==> src/rtl/siso_shift_ext.sv <==
// Universal shift register: DEPTH stages of WIDTH bits with hold, shift-right, shift-left and
// parallel-load modes, per-stage valid tracking and registered serial outputs at both ends.
module siso_shift_ext #(
  parameter int unsigned WIDTH = 1,
  parameter int unsigned DEPTH = 4,
  localparam int unsigned CW = $clog2(DEPTH + 1)
) (
  input  logic                   clk,
  input  logic                   clr_n,
  input  logic                   en,
  input  logic                   flush,
  input  logic [1:0]             mode,
  input  logic [WIDTH-1:0]       sin_r,
  input  logic [WIDTH-1:0]       sin_l,
  input  logic [WIDTH*DEPTH-1:0] pin,
  output logic [WIDTH*DEPTH-1:0] pout,
  output logic [WIDTH-1:0]       sout_r,
  output logic [WIDTH-1:0]       sout_l,
  output logic                   sout_vld,
  output logic [CW-1:0]          cnt,
  output logic                   full,
  output logic                   empty
);

  typedef enum logic [1:0] {
    ModeHold  = 2'b00,
    ModeRight = 2'b01,
    ModeLeft  = 2'b10,
    ModeLoad  = 2'b11
  } mode_e;

  logic [DEPTH-1:0][WIDTH-1:0] r_stage, w_stage_d;
  logic [DEPTH-1:0]            r_vld, w_vld_d;
  logic [WIDTH-1:0]            r_sout_r, w_sout_r_d;
  logic [WIDTH-1:0]            r_sout_l, w_sout_l_d;
  logic                        r_sout_vld, w_sout_vld_d;
  logic [CW-1:0]               w_cnt;

  always_comb begin
    w_stage_d    = r_stage;
    w_vld_d      = r_vld;
    w_sout_r_d   = r_sout_r;
    w_sout_l_d   = r_sout_l;
    w_sout_vld_d = 1'b0;
    if (flush) begin
      w_stage_d  = '0;
      w_vld_d    = '0;
      w_sout_r_d = '0;
      w_sout_l_d = '0;
    end else if (en) begin
      unique case (mode_e'(mode))
        ModeHold: ;
        ModeRight: begin
          w_stage_d    = {sin_r, r_stage[DEPTH-1:1]};
          w_vld_d      = {1'b1, r_vld[DEPTH-1:1]};
          w_sout_r_d   = r_stage[0];
          w_sout_vld_d = r_vld[0];
        end
        ModeLeft: begin
          w_stage_d    = {r_stage[DEPTH-2:0], sin_l};
          w_vld_d      = {r_vld[DEPTH-2:0], 1'b1};
          w_sout_l_d   = r_stage[DEPTH-1];
          w_sout_vld_d = r_vld[DEPTH-1];
        end
        ModeLoad: begin
          w_stage_d = pin;
          w_vld_d   = '1;
        end
        default: ;
      endcase
    end
  end

  always_ff @(posedge clk or negedge clr_n) begin
    if (!clr_n) begin
      r_stage    <= '0;
      r_vld      <= '0;
      r_sout_r   <= '0;
      r_sout_l   <= '0;
      r_sout_vld <= 1'b0;
    end else begin
      r_stage    <= w_stage_d;
      r_vld      <= w_vld_d;
      r_sout_r   <= w_sout_r_d;
      r_sout_l   <= w_sout_l_d;
      r_sout_vld <= w_sout_vld_d;
    end
  end

  // Valid mask may be non-contiguous after mixed shifts, so count every bit.
  always_comb begin
    w_cnt = '0;
    for (int i = 0; i < DEPTH; i++) begin
      w_cnt = w_cnt + CW'(r_vld[i]);
    end
  end

  assign pout     = r_stage;
  assign sout_r   = r_sout_r;
  assign sout_l   = r_sout_l;
  assign sout_vld = r_sout_vld;
  assign cnt      = w_cnt;
  assign full     = (w_cnt == CW'(DEPTH));
  assign empty    = (w_cnt == '0);

endmodule

==> config.mk <==
export PLATFORM = sky130hd
export DESIGN_NAME = siso_shift_ext
export DESIGN_NICKNAME = d
export VERILOG_FILES = /design/src/rtl/siso_shift_ext.sv
export SDC_FILE = /design/constraint.sdc
export NUM_CORES = 1
export LEC_CHECK = 0
export CORE_MARGIN = 4
export CORE_UTILIZATION = 30
export DETAILED_ROUTE_END_ITERATION = 16
export GPL_TIMING_DRIVEN = 1
export PLACE_DENSITY = 0.57
export SYNTH_ARGS = -nofsm -noshare
export SYNTH_HDL_FRONTEND = slang
export SYNTH_SLANG_ARGS = --single-unit
export TNS_END_PERCENT = 30
==> constraint.sdc <==
create_clock -name clk -period 2.06 [get_ports clk]
set_input_delay 0.412 -clock clk [delete_from_list [all_inputs] [get_ports clk]]
set_output_delay 0.412 -clock clk [all_outputs]
set_load 0.02 [all_outputs]
* After elaboration in Yosys (flattened, before gate mapping)
Cells that the tools add are included.
** Word-level totals
- Memories :: 0
- Memory bits (writable) :: 0
- Memory bits (read-only) :: 0
- Input port bits :: 12
- Bits in latches :: 0
- Bits in registers :: 11
- Word-level logic and storage cells :: 38
** Cells by class
- Order comparisons :: 0
- Multiply operators :: 0
- Add/subtract/negate cells :: 3
- Multiplexer cells :: 15
- Divide/modulo/power cells :: 0
- Bitwise operators :: 0
- Eq/ne operators :: 4
- Shift operators :: 0
- Reductions and logical operators :: 8
** Operators with widths (number)
- one-hot mux 4 bit (3 select lines) :: 2
- 2-to-1 mux 4 bit :: 4
- 2-to-1 mux 1 bit :: 8
- AND reduction 2 bit :: 3
- nonzero test 2 bit :: 3
- == test 2 bit, second input constant :: 2
- nonzero test 4 bit :: 1
- adder 2 x 1 -> 3 bit :: 1
- adder 3 x 1 -> 3 bit :: 1
- == test 3 bit, second input constant :: 1
- logical NOT 3 bit :: 1
- adder 1 x 1 -> 2 bit :: 1
- == test 2 x 1 -> 1 bit, second input constant :: 1
- one-hot mux 1 bit (2 select lines) :: 1

* Depth between registers and ports, before layout
Gate-level depths: netlist of the first run.
- Depth in word-level cells :: 4
- Depth in mapped cells :: 6
- Depth with buffers taken out :: 6

* Worst setup path before layout of the first run
OpenSTA, ideal clock, no wires.
- Path kind :: flip-flop to output port
- Start :: register r_vld[0]
- End :: output full
- Stages on the path, launching flop included :: 7
- Slack :: -445 ps
- Arrival :: 2093 ps
- Path through :: dfrtp_1 -> inv_1 -> fa_1 -> inv_1 -> ha_1 -> ha_1 -> nor3b_1
** Between the ends
- Longest elaborated chain between the ends :: 4
** RTL lines
- from (decl) :: line 33 : logic [DEPTH-1:0] r_vld, w_vld_d;
- from (signal assigned) :: line 83 : r_vld <= w_vld_d;
- adder 1 x 1 -> 2 bit :: line 94 : w_cnt = w_cnt + CW'(r_vld[i]);
- adder 2 x 1 -> 3 bit :: line 94
- adder 3 x 1 -> 3 bit :: line 94
- via cnt[1] :: line 20 : output logic [CW-1:0] cnt,
- == test 3 bit :: line 103 : assign full = (w_cnt == CW'(DEPTH));
- to (decl) :: line 21 : output logic full,
The timed path passes the listed nets, and every way through them passes these cells.

* Worst setup path after layout of the first run
- Start :: register r_vld[0]
- End :: output full
** Between the ends
- Longest elaborated chain between the ends :: 4
** RTL lines (line)
- adder 1 x 1 -> 2 bit :: 94
- adder 2 x 1 -> 3 bit :: 94
- adder 3 x 1 -> 3 bit :: 94
- == test 3 bit :: 103
No other way between the ends.

==> results.md, run 1 <==
- The count of yosys warnings during synthesis is 0.
- The worst-case IR drop observed on VDD is 0.467 mV.
- Routability-driven placement finished with a final weighted congestion of 0.759.
- On the worst path, the slowest cell contributes a delay of 0.53 ns.
- 0 antenna diodes ended up in the layout.
- The die outline height is 56.8 µm.
- In this run the clock root is driven by a clkbuf_4.
- The checks that failed: setup timing.
- The portion of total power attributed to the clock network is 0.220.
- The depth of the CTS H-tree is 1.
- The average size of a mapped cell is 9.38 µm².
- The floorplan has 17 rows.
- The initial DRC count is 19.
- The critical path is of the reg -> out type.
- Once detail routing completed, the nets flagged for antenna violations numbered 0.
- The signal arrival time at the worst endpoint is 1.96 ns.
- The number of hold buffers added after cts is 0.
- The half-perimeter wire length of the detailed placement result is 1.49 mm.
- The total number of vias is 694.
- The shortest period the worst path allows is 2.37 ns.
- The clock net in this run drives a total of 11 sinks.
- For this configuration, the core starts out at a cell density of 0.319.
- In this run the static leakage power is 0.000472 µW.
- The final worst setup slack is -0.314 ns.
- The netlist uses 23 different library cells.
- For the worst-skew pair, the clock arrives at the later sink with an insertion delay of 0.26 ns.
- The worst pin sits at a relative slew slack of 0.652.
- The via count normalized by instance count is 4.99.
- Synthesis produced a netlist with a net count of 94.
- The part of the power in combinational logic is 0.407.
- The summed instance area of the synthesized netlist is 713 µm².
- The finished cells cover 1100 µm².
- Once layout is complete, the utilization of the core stands at 0.491.
- The portion of the clock cycle consumed by the worst path in the final layout is 1.15.
- The die covers 3220 µm².
- After detailed placement, the design holds a cell count of 134.
- Setup repair after global routing could not meet its margin everywhere.
- The per-cell routed wire length is 12.9 µm.
- The worst clock skew is 0.00120 ns.
- The run finished, with violations left.
- Of the total power, registers draw 0.372.
- TritonCTS built the clock tree.
- The startpoint identified for the worst register-to-register timing path is r_vld[2].
- The signal on the critical path passes through inv_2, fa_1, inv_1, ha_2, ha_4, nor3b_4, buf_6.
- For this block, the routed nets add up to 1.79 mm of wire.
- In the synthesized netlist, the number of instances is 76.
- The flip-flop and latch count after synthesis is 11.
- After clock tree synthesis, the clock-pin slew on the worst setup and hold paths is 0.07 ns.
- Among all stages on the critical path, the largest delay is contributed by fa_1.
- The core region is 2230 µm².
- The most frequent standard cell in the layout excluding fill and tap cells is clkdlybuf4s50_1.
- The number of pins with negative max-slew slack in the final report was 0.
- The area growth from synthesis to layout is 53.9%.
- The number of global-route vias before repair came to 705.
- In this run the horizontal extent of the chip is 56.8 µm.
- Leaving out fill and tap cells, the most frequent cells in the layout are 18 x clkdlybuf4s50_1, 13 x buf_4, 11 x dfrtp_1.
- For this design the total switching power over the nets is 215 µW.
- The internal portion of the total power is 437 µW.
- Entering global routing, the biggest net connects 14 pins.
- The combined buffer and inverter count along the critical path is 3.
- For the pin with the worst max-slew slack, the measured transition is 0.521 ns.
- The total congestion overflow is 0.
- STA classifies the critical path startpoint as a flip-flop.
- 24 I/O pins were placed.
- The number of hold violations in the final report is 0.
- The final-layout fill cell count is 225.
- The iteration count of the initial detailed-routing pass is 6.
- The first global-routing pass estimated 3.13 mm of wire.
- The count of endpoints failing setup in the final report is 5.
- In the global route stage, overall resource usage came out at 0.125.
- Of all nets on the critical path, the largest fanout is 3.
- In this run the critical register-to-register path is captured at r_vld[1].
- Across the run, the number of max-cap violations was 0.
- The sequential fraction of the synthesis area is 0.386.
- The family of cells with the greatest summed delay on the critical path is adder cells.
- Counting the buffers created by CTS gives 3.
- In this run the power density over the cells is 594 nW/µm².
- The count of buffers added on input and output ports is 23.
- The type of the tightest min-delay check is in -> async.
- Data on the critical path is required at its endpoint by 1.65 ns.
- The maximum clock insertion buffer count is 2.
- The number of antenna violations at the first check in global routing is 0.
- The switching portion of total power is 0.330.
- The internal reg-to-reg setup slack is 0.78 ns.
- The number of nets at the end of the flow is 130.
- Summing all placed instances gives a cell area of 1070 µm².
- The beginning of the critical path is r_vld[0].
- The endpoint type of the worst setup path is an output pin.
- For this run, design rule violations remaining after detail routing come to 0.
- The number of cells on the worst reg-to-reg path is 4.
- For this run, the number of standard cells in the final layout without fillers is 139.
- The upper clock frequency limit is 421 MHz.
- The proportion of layout cells with a drive suffix above 1 is 0.261.
area by class of cell:
cell class | instances | area, µm² | area share
inverters | 7 | 26.3 | 0.0239
repair buffers | 36 | 322 | 0.293
flip-flops and latches | 11 | 275 | 0.251
clock buffers | 4 | 26.3 | 0.0239
multi-input cells | 53 | 413 | 0.376
well taps | 28 | 35.0 | 0.0319
power by group through the flow:
stage | combinational (µW) | sequential, µW | clock (µW)
floorplan | 148 | 256 | 0
global placement | 271 | 246 | 0
CTS | 271 | 243 | 151
detailed placement | 274 | 247 | 0
global route | 293 | 245 | 166
finish | 266 | 243 | 144
metal layers:
layer,vias to the layer above,wire [µm],global-route usage
li1,346,-,-
met1,332,770,0.142
met2,14,927,0.216
met3,2,74,0.0529
met4,0,22,0.0298
met5,-,0,0
what timing repair did:
item	4_1_cts	5_1_grt
setup buffers	1	0
gates resized for setup	27	0
endpoints found under the setup margin	5	5
kinds of logic (layout without fill, tap and decap cells):
family                     count (synthesis)  in the layout  synth area share
and+or+nand+nor                           27             27             0.207
AOI/OAI and AO/OA                         20             20             0.204
buffers and inverters                     12             47            0.0877
DFF                                       11             11             0.386
adders and majority gates                  6              6             0.116
metrics by stage:
step	setup WS (ns)	TNS, ns	hold WS (ns)	power (µW)
floorplan	-0.0340	-0.0340	0.116	404
global placement	-0.481	-1.91	0.511	517
detailed placement	-0.507	-1.99	0.526	520
CTS	-0.335	-1.11	0.514	664
global route	-0.420	-1.50	0.511	704
finish	-0.314	-1.02	0.491	652
cells in the mapped netlist (all sizes together):
cell,instances,share of area
nor2,4,0.021
buf,4,0.046
nor2b,2,0.018
a21oi,8,0.056
nor3b,2,0.021
a311oi,5,0.070
and2,1,0.012
a22oi,5,0.053
ha,5,0.088
dfrtp,11,0.39
fa,1,0.028
nand3,2,0.014
clkbuf,1,0.0053
inv,7,0.037
nand2b,2,0.028
a2111oi,2,0.025
nor4,2,0.018
nand2,8,0.042
nor3,3,0.021
nor4b,1,0.012
registers in the layout, summed over array words and instances (netlist names):
| name | cells |
|---|---|
| sout_l | 1 |
| pout | 4 |
| sout_r | 1 |
| sout_vld | 1 |
| r_vld | 4 |
worst max path at each step:
stage / cells after the start / to / slack [ns]
floorplan: 6 / full / -0.03
global placement: 7 / full / -0.48
detailed placement: 7 / full / -0.51
CTS: 7 / full / -0.34
global route: 7 / full / -0.42
finish: 7 / full / -0.31
Note: power is estimated with default switching activity, not from simulation.
==> run 2: changes to the inputs <==
--- a/config.mk
+++ b/config.mk
@@ -5,7 +5,7 @@
 export SDC_FILE = /design/constraint.sdc
 export NUM_CORES = 1
 export LEC_CHECK = 0
-export CORE_MARGIN = 4
+export CORE_MARGIN = 8
 export CORE_UTILIZATION = 30
 export DETAILED_ROUTE_END_ITERATION = 16
 export GPL_TIMING_DRIVEN = 1
==> run 2 against run 1 <==
  * The run still ends with setup timing left
  * Clock power grew 5%
  * Routed wire length rose by 10%
  * Worst hold slack worse by 0.023 ns
  * Combinational power grew 3%
  * Die area rose by 30%
  * Cell count is 2.2% higher
  * Core utilization is 1.1 points higher
  * Cell area increased by 2.2%
  * Critical endpoint unchanged
  * Largest cell class unchanged
==> results.md, run 2 (same netlist as run 1, synthesis figures left out) <==
- The run finished, with violations left.
- The checks that failed: setup timing.
- The number of maximum-capacitance constraint violations came to 0 (unchanged).
- The flip-flop and latch area is 275 µm² (unchanged).
- The worst clock skew was 0.00758 ns (+0.00639 ns).
- The clock tree root driver cell is clkbuf_4.
- The post-layout utilization of the core is 0.502 (+0.0106).
- The final-layout fill cell count is 220 (-2.2%).
- Setup repair after global routing could not meet its margin everywhere.
- The total congestion overflow is 0 (unchanged).
- The number of nets at the end of the flow came to 133 (+2.3%).
- The type of the tightest min-delay check is in -> async.
- The worst path required time came to 1.65 ns (about the same).
- The number of hold buffers added after cts is 0 (unchanged).
- The number of global-route vias before repair is 703 (-0.28%).
- The global routing usage summed across all routing layers is 0.0984 (-0.0268).
- The final worst setup slack came to -0.328 ns (-0.0136 ns).
- The starting density of the core is 0.319 (unchanged).
- The half-perimeter wire length of the detailed placement result is 1.56 mm (+4.3%).
- The shortest period the worst path allows came to 2.39 ns (+0.0136 ns).
- The die width is 64.8 µm (+14%).
- The portion of the clock cycle consumed by the worst path in the final layout is 1.16 (+0.00658).
- The tightest slew margin relative to the limit is 0.666 (+0.0137).
- The number of I/O pins was 24 (unchanged).
- The depth of the CTS H-tree is 1 (unchanged).
- The internal reg-to-reg setup slack was 0.69 ns (-0.09 ns).
- The post-route DRC violation count was 0 (unchanged).
- The wire length of the first global-routing pass is 3.26 mm (+4.0%).
- TritonCTS built the clock tree.
- The number of diodes added for antenna fixing is 0 (unchanged).
- The switching component of the power is 230 µW (+6.6%).
- The standard cell core area is 2230 µm² (unchanged).
- The worst-margin pin slew is 0.500 ns (-0.0205 ns).
- The area growth from synthesis to layout is 57.2%.
- The floorplan die area was 4190 µm² (+30%).
- The largest voltage drop on the vdd net came to 0.521 mV (+11%).
- The count of endpoints failing setup in the final report is 5 (unchanged).
- The worst setup timing slack at the placement stage is -0.507 ns (-0.000468 ns).
- The proportion of layout cells with a drive suffix above 1 came to 0.289 (+0.0282).
- The die outline height is 64.8 µm (+14%).
- The number of clock sinks seen by CTS came to 11 (unchanged).
- The multi-input combinational cell area is 413 µm² (unchanged).
- The number of input and output port buffers inserted is 23 (unchanged).
- The clock transition at the registers of the reported paths is 0.08 ns (about the same).
- The per-cell routed wire length was 13.9 µm (+8.0%).
- The total number of vias is 719 (+3.6%).
- The via count normalized by instance count was 5.06 (+1.4%).
- The TritonCTS buffer count is 3 (unchanged).
- The total power divided by cell area is 596 nW/µm² (+0.26%).
- The endpoint type of the worst setup path is an output pin.
- The number of rows in the core area is 17 (unchanged).
- The initial DRC count was 16 (-3).
- The maximum fanout along the worst path is 3 (unchanged).
- The signal arrival time at the worst endpoint is 1.98 ns (+0.02 ns).
- The worst setup path is launched from a flip-flop.
- The part of the power in registers came to 0.363 (-0.009).
- The total wirelength of the detailed-routed design is 1.98 mm (+10%).
- The routability-driven placement congestion ratio was 0.750 (-1.3%).
- The internal power of the cells is 438 µW (+0.38%).
- The antenna violation net count after detailed routing is 0 (unchanged).
- The maximum clock insertion buffer count is 2 (unchanged).
- The switching portion of total power came to 0.344 (+0.0134).
- The cell leakage power came to 0.000490 µW (+3.9%).
- The upper clock frequency limit is 419 MHz (-0.57%).
- The part of the power in combinational logic was 0.411 (+0.004).
- The clock latency reported for the late side of the worst-skew pair was 0.27 ns (about the same).
- The portion of total power attributed to the clock network is 0.226 (+0.006).
- The number of hold violations in the final report was 0 (unchanged).
- The number of pins with negative max-slew slack in the final report came to 0 (unchanged).
- The number of antenna violations at the first check in global routing is 0 (unchanged).
- The iteration count of the initial detailed-routing pass is 4 (-2).
- The pin count of the biggest net entering global routing is 14 (unchanged).
- Leaving out fill and tap cells, the most frequent cell in the layout is clkdlybuf4s50_1.
- In the layout the commonest cells are 18 x clkdlybuf4s50_1, 16 x buf_4, 11 x dfrtp_1.
- The type of the setup path with the least slack is reg -> out.
-- run 2: cell types whose count changed in the layout (fill, tap and decap cells not counted), sizes merged --
| cell | before | now |
|---|---|---|
| buf | 18 | 21 |
| clkbuf | 4 | 3 |
| clkinv | 0 | 1 |
-- run 2: per-stage QoR --
| step | instances | cell area [µm²] | power (µW) | TNS (ns) | hold slack, ns |
|---|---|---|---|---|---|
| after global routing | 142 | 1120 | 717 | -1.54 | 0.501 |
| final | 142 | 1120 | 668 | -1.09 | 0.467 |
| after global placement | 135 | 1080 | 520 | -1.99 | 0.511 |
| after CTS | 140 | 1110 | 675 | -1.16 | 0.489 |
| after detailed placement | 135 | 1080 | 522 | -2.09 | 0.518 |
| after floorplan | 76 | 751 | 404 | -0.0340 | 0.116 |
-- run 2: final cells by class --
type                       instances  area share
sequential                        11       0.246
clock buffer                       3      0.0201
timing repair buffer              39       0.307
inverter                           7      0.0234
multi-input combinational         53       0.368
clock inverter                     1     0.00446
tap                               28      0.0312
-- run 2: routing by layer --
layer  vias up  wire length [µm]  part of all wire  track usage
met5         -                 0                 0            0
met4         0                 0                 0       0.0327
met3         0               129             0.065       0.0464
met2        18               953              0.48        0.154
met1       349               896              0.45        0.116
li1        352                 -                 -            -
-- run 2: path summary, 6_finish.rpt --
path,depth (start not counted),from,end
max,7,r_vld[0],full
min,1,clr_n,pout[1]
max reg2reg,5,r_vld[0],r_vld[1]
min reg2reg,2,sout_l,sout_l
max in group asynchronous,1,clr_n,sout_l
min in group clk,2,sout_l,sout_l
-- run 2: worst max-delay path: stages, from the launching register on --
cell,delay (ns)
dfrtp_1,0.36
inv_2,0.04
fa_1,0.52
inv_1,0.05
ha_2,0.17
ha_4,0.24
nor3b_4,0.17
buf_6,0.14
-- run 2: what timing repair did --
item	CTS	global route
setup buffers	1	2
endpoints found under the setup margin	5	5
resized for setup	27	0
gates cloned	0	0
-- run 2: power by group through the flow --
stage                     clock [µW]  combinational [µW]  sequential (µW)
after CTS                        158                 275              242
after detailed placement           0                 276              246
after global routing             173                 299              244
final                            151                 274              242
after floorplan                    0                 148              256
after global placement             0                 274              246
==> run 3: changes to the inputs <==
--- a/config.mk
+++ b/config.mk
@@ -6,10 +6,11 @@
 export NUM_CORES = 1
 export LEC_CHECK = 0
 export CORE_MARGIN = 8
-export CORE_UTILIZATION = 30
+export CORE_UTILIZATION = 25
+export CTS_CLUSTER_DIAMETER = 150
 export DETAILED_ROUTE_END_ITERATION = 16
 export GPL_TIMING_DRIVEN = 1
-export PLACE_DENSITY = 0.57
+export PLACE_DENSITY = 0.49
 export SYNTH_ARGS = -nofsm -noshare
 export SYNTH_HDL_FRONTEND = slang
 export SYNTH_SLANG_ARGS = --single-unit
==> run 3 against run 2 <==
  * The run still ends with setup timing left
  * Count of clock-buffer cells in the layout grew 1
  * Sequential power about the same
  * Critical path depth did not move
  * Core utilization decreased by 9.6 points
  * Via count fell by 1.1%
  * Cell area fell by 1.1%
  * Die area up 15%
  * Worst hold slack better by 0.021 ns
  * Total power rose by 0.15%
  * Non-clock buffer count decreased by 2
  * Fmax is 0.49% higher
  * Setup slack gained 0.012 ns
  * Critical endpoint unchanged
  * Largest cell class unchanged
  * Highest routed layer is now met4
==> results.md, run 3 (same netlist as run 1, synthesis figures left out) <==
- The run finished, with violations left.
- The checks that failed: setup timing.
- The top cell types in the final layout, fill and taps aside, are 18 x clkdlybuf4s50_1, 14 x buf_4, 11 x dfrtp_1.
- The number of diodes added for antenna fixing is 0 (unchanged).
- The maximum clock insertion buffer count was 2 (unchanged).
- The worst-margin pin slew is 0.554 ns (+0.0542 ns).
- The wire length of the first global-routing pass is 3.48 mm (+6.8%).
- STA classifies the critical path endpoint as an output pin.
- TritonCTS built the clock tree.
- The number of placed cells counting well taps came to 138 (+2.2%).
- The standard cell with the maximum stage delay on the critical path is fa_1.
- CTS placed an instance of clkbuf_4 at the clock tree root.
- The upper clock frequency limit was 421 MHz (+0.49%).
- The final worst setup slack was -0.316 ns (+0.0116 ns).
- The shortest period the worst path allows is 2.38 ns (-0.0116 ns).
- The most frequent standard cell in the layout excluding fill and tap cells is clkdlybuf4s50_1.
- Setup repair after global routing could not meet its margin everywhere.
- The beginning of the critical path is r_vld[0].
- The via count normalized by instance count is 4.97 (-1.8%).
- The worst path required time came to 1.65 ns (about the same).
- The number of rows in the core area is 19 (+2).
- The initial DRC count is 21 (+5).
- The die width is 69.4 µm (+7.2%).
- The count of endpoints failing setup in the final report came to 5 (unchanged).
- STA classifies the critical path startpoint as a flip-flop.
- The total congestion overflow came to 0 (unchanged).
- The half-perimeter wire length of the detailed placement result is 1.67 mm (+7.3%).
- The worst clock skew is 0.00797 ns (+0.000382 ns).
- The internal reg-to-reg setup slack is 0.78 ns (+0.09 ns).
- The type of the setup path with the least slack is reg -> out.
- The clock latency reported for the late side of the worst-skew pair came to 0.27 ns (about the same).
- The depth of the CTS H-tree is 1 (unchanged).
- The standard cell core area came to 2730 µm² (+22%).
- The maximum fanout along the worst path is 3 (unchanged).
- The number of non-filler instances in the completed layout is 143 (+0.70%).
- The TritonCTS buffer count is 3 (unchanged).
- The signal arrival time at the worst endpoint is 1.96 ns (-0.02 ns).
- The global routing usage summed across all routing layers is 0.0872 (-0.0112).
- The number of nets at the end of the flow was 131 (-1.5%).
- The number of global-route vias before repair is 716 (+1.8%).
- The per-cell routed wire length was 14.5 µm (+4.2%).
- The tightest slew margin relative to the limit is 0.629 (-0.0362).
- The largest stage delay on the critical path is 0.52 ns (about the same).
- The combined buffer and inverter count along the critical path came to 3 (unchanged).
- The number of hold buffers added after cts came to 0 (unchanged).
- The proportion of layout cells with a drive suffix above 1 is 0.268 (-0.0216).
- The clock transition at the registers of the reported paths is 0.08 ns (about the same).
- The number of pins with negative max-slew slack in the final report came to 0 (unchanged).
- The floorplan die area is 4820 µm² (+15%).
- The min-delay analysis places its worst path in the category in -> async.
- The post-route DRC violation count came to 0 (unchanged).
- The pin count of the biggest net entering global routing is 14 (unchanged).
- The number of hold violations in the final report is 0 (unchanged).
- The cell family contributing the most delay on the critical path is adder cells.
- The total number of vias came to 711 (-1.1%).
- The number of antenna violations at the first check in global routing came to 0 (unchanged).
- The total wirelength of the detailed-routed design is 2.08 mm (+4.9%).
- The largest voltage drop on the vdd net is 0.328 mV (-37%).
- The number of input and output port buffers inserted is 23 (unchanged).
- The area growth from synthesis to layout is 55.4%.
- The total power divided by cell area is 603 nW/µm² (+1.3%).
- The number of maximum-capacitance constraint violations is 0 (unchanged).
- The post-layout utilization of the core is 0.405 (-0.0965).
- In this run the critical register-to-register path is launched from r_vld[0].
- The number of clock sinks seen by CTS is 11 (unchanged).
- The number of I/O pins is 24 (unchanged).
- The cell leakage power is 0.000477 µW (-2.7%).
- The routability-driven placement congestion ratio is 0.781 (+4.2%).
- The critical path goes through inv_2, fa_1, inv_1, ha_2, ha_4, nor3b_4, buf_6.
- The portion of the clock cycle consumed by the worst path in the final layout is 1.15 (-0.00563).
- The iteration count of the initial detailed-routing pass is 4 (unchanged).
- The antenna violation net count after detailed routing was 0 (unchanged).
- The die outline height is 69.4 µm (+7.2%).
- The starting density of the core is 0.261 (-0.0585).
## run 3: cell count changes in the layout (fill, tap and decap cells not counted), sizes merged
cell,previous run,this run
buf,21,19
clkbuf,3,4
clkinv,1,0
## run 3: path summary, 6_finish.rpt
kind	depth (start not counted)	to
max	7	full
max in group asynchronous	1	sout_r
min	1	pout[3]
max reg2reg	4	r_vld[1]
min in group clk	2	sout_r
min reg2reg	2	sout_r
## run 3: through the flow
step	hold slack [ns]	worst slack, ns	power, µW	TNS [ns]	cell area [µm²]
after floorplan	0.116	-0.0340	404	-0.0340	751
after global placement	0.514	-0.481	520	-1.85	1080
after detailed placement	0.527	-0.496	524	-1.99	1080
after CTS	0.500	-0.327	674	-1.11	1100
after global routing	0.535	-0.397	713	-1.43	1110
final	0.488	-0.316	669	-1.05	1110
## run 3: power by group
part | internal [µW] | total [µW] | switching (µW) | leakage [µW]
logic | 132 | 270 | 138 | 0.000314
registers | 230 | 242 | 11.8 | 0.000148
clock network | 75.0 | 156 | 81.4 | 0.0000150
## run 3: area by class of cell
cell class,count,area [µm²]
Inverter,7,26.3
Multi-Input combinational cell,53,413
Fill cell,268,1630
Sequential cell,11,275
Timing Repair Buffer,37,329
Clock buffer,4,26.3
Tap cell,31,38.8
## run 3: repair_timing
item,CTS,global route
resized for setup,27,0
setup buffers,0,1
setup endpoints to repair,5,5
## run 3: routing by layer
metal,GRT usage,up-vias,share of wire
li1,-,346,-
met2,0.134,32,0.48
met3,0.0129,2,0.062
met4,0.0547,0,0.017
met5,0,-,0
met1,0.110,331,0.44
